**src/rtl/bcd_updown_cnt4.sv**
```systemverilog
// Four-digit BCD up/down counter (0000-9999) advanced by a one-cycle tick strobe.
// Supports pause, direction, clamped parallel load, clear, and wrap or saturate at the ends.
module bcd_updown_cnt4 #(
  parameter bit                WRAP_EN  = 1'b1,
  parameter logic [15:0]       INIT_VAL = 16'h0000,
  localparam int unsigned      DW       = 4,
  localparam int unsigned      ND       = 4,
  localparam int unsigned      VW       = DW * ND
) (
  input  logic          clk,
  input  logic          rst_n,
  input  logic          tick,
  input  logic          en,
  input  logic          up_dn,
  input  logic          clr,
  input  logic          load,
  input  logic [VW-1:0] load_val,
  output logic [DW-1:0] digit0,
  output logic [DW-1:0] digit1,
  output logic [DW-1:0] digit2,
  output logic [DW-1:0] digit3,
  output logic          wrap,
  output logic          at_limit
);

  localparam logic [DW-1:0] NINE = DW'(9);

  logic [ND-1:0][DW-1:0] cnt_q;
  logic [ND-1:0][DW-1:0] cnt_d;
  logic [ND-1:0][DW-1:0] step;
  logic                  carry;
  logic                  wrap_d;

  // Any nibble above 9 is forced to 9 so stored digits stay valid BCD.
  function automatic logic [DW-1:0] clamp_bcd(input logic [DW-1:0] nib);
    return (nib > NINE) ? NINE : nib;
  endfunction

  // One-step count with carry/borrow rippling through all digits in one cycle.
  always_comb begin
    step  = cnt_q;
    carry = 1'b1;
    for (int i = 0; i < int'(ND); i++) begin
      if (carry) begin
        if (up_dn) begin
          if (cnt_q[i] >= NINE) begin
            step[i] = '0;
          end else begin
            step[i] = cnt_q[i] + DW'(1);
            carry   = 1'b0;
          end
        end else begin
          if (cnt_q[i] == '0) begin
            step[i] = NINE;
          end else begin
            step[i] = clamp_bcd(cnt_q[i] - DW'(1));
            carry   = 1'b0;
          end
        end
      end
    end
  end

  // Next value: clr > load > qualified tick > hold. Carry out of d3 marks an end-of-range step.
  always_comb begin
    cnt_d  = cnt_q;
    wrap_d = 1'b0;
    if (clr) begin
      cnt_d = '0;
    end else if (load) begin
      for (int i = 0; i < int'(ND); i++) begin
        cnt_d[i] = clamp_bcd(load_val[i*DW +: DW]);
      end
    end else if (tick && en) begin
      if (!carry) begin
        cnt_d = step;
      end else if (WRAP_EN) begin
        cnt_d  = step;
        wrap_d = 1'b1;
      end
    end
  end

  always_ff @(posedge clk) begin
    if (!rst_n) begin
      for (int i = 0; i < int'(ND); i++) begin
        cnt_q[i] <= clamp_bcd(INIT_VAL[i*DW +: DW]);
      end
      wrap <= 1'b0;
    end else begin
      cnt_q <= cnt_d;
      wrap  <= wrap_d;
    end
  end

  assign digit0   = cnt_q[0];
  assign digit1   = cnt_q[1];
  assign digit2   = cnt_q[2];
  assign digit3   = cnt_q[3];
  assign at_limit = up_dn ? (cnt_q == VW'(16'h9999)) : (cnt_q == '0);

endmodule
```
**config.mk**
```make
export PLATFORM = sky130hd
export DESIGN_NAME = bcd_updown_cnt4
export DESIGN_NICKNAME = d
export VERILOG_FILES = /design/src/rtl/bcd_updown_cnt4.sv
export SDC_FILE = /design/constraint.sdc
export NUM_CORES = 1
export LEC_CHECK = 0
export BUFFER_PORTS_ARGS = -buffer_cell sky130_fd_sc_hd__buf_4
export CAP_MARGIN = 20
export CORE_MARGIN = 2
export CORE_UTILIZATION = 48
export CTS_CLUSTER_DIAMETER = 100
export DETAILED_ROUTE_END_ITERATION = 10
export GPL_ROUTABILITY_DRIVEN = 0
export PLACE_DENSITY = 0.71
export REMOVE_ABC_BUFFERS = 1
export SKIP_CTS_REPAIR_TIMING = 1
export SLEW_MARGIN = 30
export SYNTH_ARGS = -nofsm -noshare
export SYNTH_HDL_FRONTEND = slang
export SYNTH_SLANG_ARGS = --single-unit
```
**constraint.sdc**
```tcl
create_clock -name clk -period 4.7 [get_ports clk]
set_input_delay 0.47 -clock clk [delete_from_list [all_inputs] [get_ports clk]]
set_output_delay 0.47 -clock clk [all_outputs]
set_load 0.01 [all_outputs]
```
==> results by group <==
Cells and area
  • # nets final: 337
  • Antenna fix cells: 0
  • Most frequent cells in the layout: buf_4, nor2_1, inv_1, ha_1, dfxtp_1
  • Ratio of cells with drive above 1 in the final layout: a little under a fifth
  • Non-Filler Cell Area, Final: 2340 sq um
  • Area delta synth->final: 15.6%
  • Commonest non-fill, non-tap cell in the layout: buf_4

Clock tree
  • H-tree lvl count: 1
  • Clock buffers created by TritonCTS: 3
  • Clk buf depth: 2
  • Clock transition at path regs: approximately 70 ps
  • CTS tree: yes
  • Clock sink total: 17
  • Clk Latency, worst-skew pair: around 260 ps
  • Root Driver: clkbuf_8

Logic synthesis
  • Yosys top cell area share: 16.8%
  • Primary FF master, synth: dfxtp_1
  • Syn Area/Cell: 7.55 sq um
  • Post-Syn Instances: about 270
  • Synth area leaders: dfxtp_1, ha_1, nor2_1, inv_1, o21ai_0
  • EDFF count, synth: 0
  • Post-synthesis async set-or-reset flop share: 0%
  • Cell taking the most area after synthesis: dfxtp_1
  • #FFs+latches synth: 17
  • Synth Warn #: 0
  • Post-synthesis cell type count: 64
  • Syn Std Cell Area: just over 2000 sq um
  • Sequential area share after synthesis: approximately 17%

Min path
  • Hold crit path type: input port to flop

Detailed routing
  • Detailed-route wire length: approximately 5.2 mm
  • Initial DRC Count: around 180
  • Via density: a little over 6
  • Number of routed nets with antenna violations: 0
  • DRC errors left: 0
  • Routed length per instance: 15.2 um
  • Via count: approximately 2,100
  • First-pass detailed-route iteration total: 5

Global route
  • Grt total ovfl: 0
  • Largest net degree at the start of global routing: 40
  • Vias in the first global route: around 1,800
  • First-pass GRT wire length: about 8.4 mm
  • Total GRT Usage: between 20% and 30%
  • Initial antenna violation count: 0

STA
  • # setup viols final: 0
  • Post-route setup TNS: 0 ps
  • Slew Limit Fails: 0
  • Skew final: 1.88 ps
  • Unrepaired setup endpoints after global routing: false
  • Fmax: about 420 MHz
  • Min cycle time layout: 2350 ps
  • Final worst path period share: roughly half
  • Count of final hold-check violations: 0
  • Worst slew pin tran: roughly 760 ps
  • Worst slew margin: about half

Outcome
  • Status: finished, final reports clean

Placed design
  • Placed standard-cell area: between 2000 and 2500 sq um
  • Dpl hpwl: 3.83 mm
  • PortBufs: 40

Power
  • Peak VDD IR: roughly 0.00012 V
  • Overall power: between 400 and 500 uW
  • Cell Pwr Density: 176 nW/um^2
  • Lkg Pwr: 0.971 nW

Die
  • Die W: a little under 70 um
  • Core area: between 4000 and 5000 sq um
  • IO Pins: 41
  • Row cnt: 23
  • Starting Density: 50.2%
  • Die Area: 4750 sq um
  • Die height: approximately 69 um

Critical path
  • Endpoint class of the critical path: output pin
  • CP max FO: 10
  • Slack of the worst reg-to-reg path: ~2500 ps
  • CP Class: flop to output pin
  • CP Launch Type: flop
  • Worst EP required: approximately 4200 ps
  • Worst path arrival time: roughly 1900 ps

Flow run
  • Max-cap violations: 0
registers in the layout, indices dropped and copies added (netlist names):
| signal | count |
|---|---|
| digit0 | 4 |
| digit1 | 4 |
| digit2 | 4 |
| digit3 | 4 |
| wrap | 1 |
critical path, cell delays in order (launching register included):
cell     delay [ps]
dfxtp_1         400
inv_1           130
ha_1            270
or2b_1          270
nor4_1          240
nand3_1         110
nand2_1          90
buf_4           120
layer usage:
layer | global-route usage, % | vias up | share of wire [%] | routed length, um
met4 | 3.68 | 0 | 0.97 | 51
met5 | 0 | - | 0 | 0
met1 | 31.1 | 990 | 46 | 2430
met3 | 4.22 | 9 | 6.1 | 320
met2 | 38.2 | 67 | 47 | 2440
li1 | - | 1080 | - | -
kinds of logic (layout without fill, tap and decap cells):
| group | Yosys count | after routing | synth area share, % |
|---|---|---|---|
| simple gates | 100 | 100 | 27.5 |
| compound gates | 92 | 92 | 34.8 |
| buf+inv | 38 | 64 | 8.29 |
| fa+ha+maj | 19 | 19 | 11.8 |
| xor+xnor | 2 | 2 | 0.866 |
| flops | 17 | 17 | 16.8 |
worst paths after layout:
| check | start | to | cells past startpoint |
|---|---|---|---|
| worst max-delay path | digit1[0] | at_limit | 7 |
| worst min-delay path | load_val[9] | digit2[1] | 3 |
| worst max register to register | digit1[1] | digit3[0] | 7 |
| worst min register to register | digit1[0] | digit1[0] | 2 |
area by class of cell:
cell class              count  area [sq um]
flip-flops and latches     17           340
well taps                  50          62.6
clock buffers               4          45.0
inverters                  20          75.1
multi-input cells         213          1520
repair buffers             40           300
fillers                   405          1690
where the power goes:
group | leakage [nW] | switching (mW) | internal, mW
sequential | 0.139 | 0.0139 | 0.149
combinational | 0.810 | 0.0731 | 0.0592
clock | 0.0228 | 0.0554 | 0.0604
synth_stat cells, drive strengths merged, types with 2 or more instances:
library cell  instances
o211ai                6
o21a                  2
or4                   2
ha                   19
o311a                 2
nand2                12
o311ai                3
a31o                  3
a32oi                 3
o31ai                 5
nand3                10
nor4b                 4
a211o                 4
a221oi                3
o2111ai               2
dfxtp                17
o211a                 3
clkbuf               10
o32ai                 2
a211oi                2
a31oi                 8
o41ai                 4
nand2b                8
nor3                 12
a311oi                2
and4                  3
or2                   2
nor2                 25
nor2b                 5
a21oi                13
buf                   8
nand4                 2
o221a                 2
nor4                  3
o21ai                13
nand3b                5
inv                  20
metrics by stage:
| step | std cells | util [%] | setup WS, ps | hold WS (ps) |
|---|---|---|---|---|
| 2_1_floorplan | 250 | - | 2670 | 571 |
| 3_3_place_gp | 340 | 56.9 | 2540 | 569 |
| 3_5_place_dp | 340 | 56.9 | 2530 | 586 |
| 4_1_cts | 344 | 58.0 | 2330 | 441 |
| 5_1_grt | 344 | 58.0 | 2040 | 464 |
| 6_report | 344 | 58.0 | 2350 | 441 |
(Power assumes the default switching activity.)
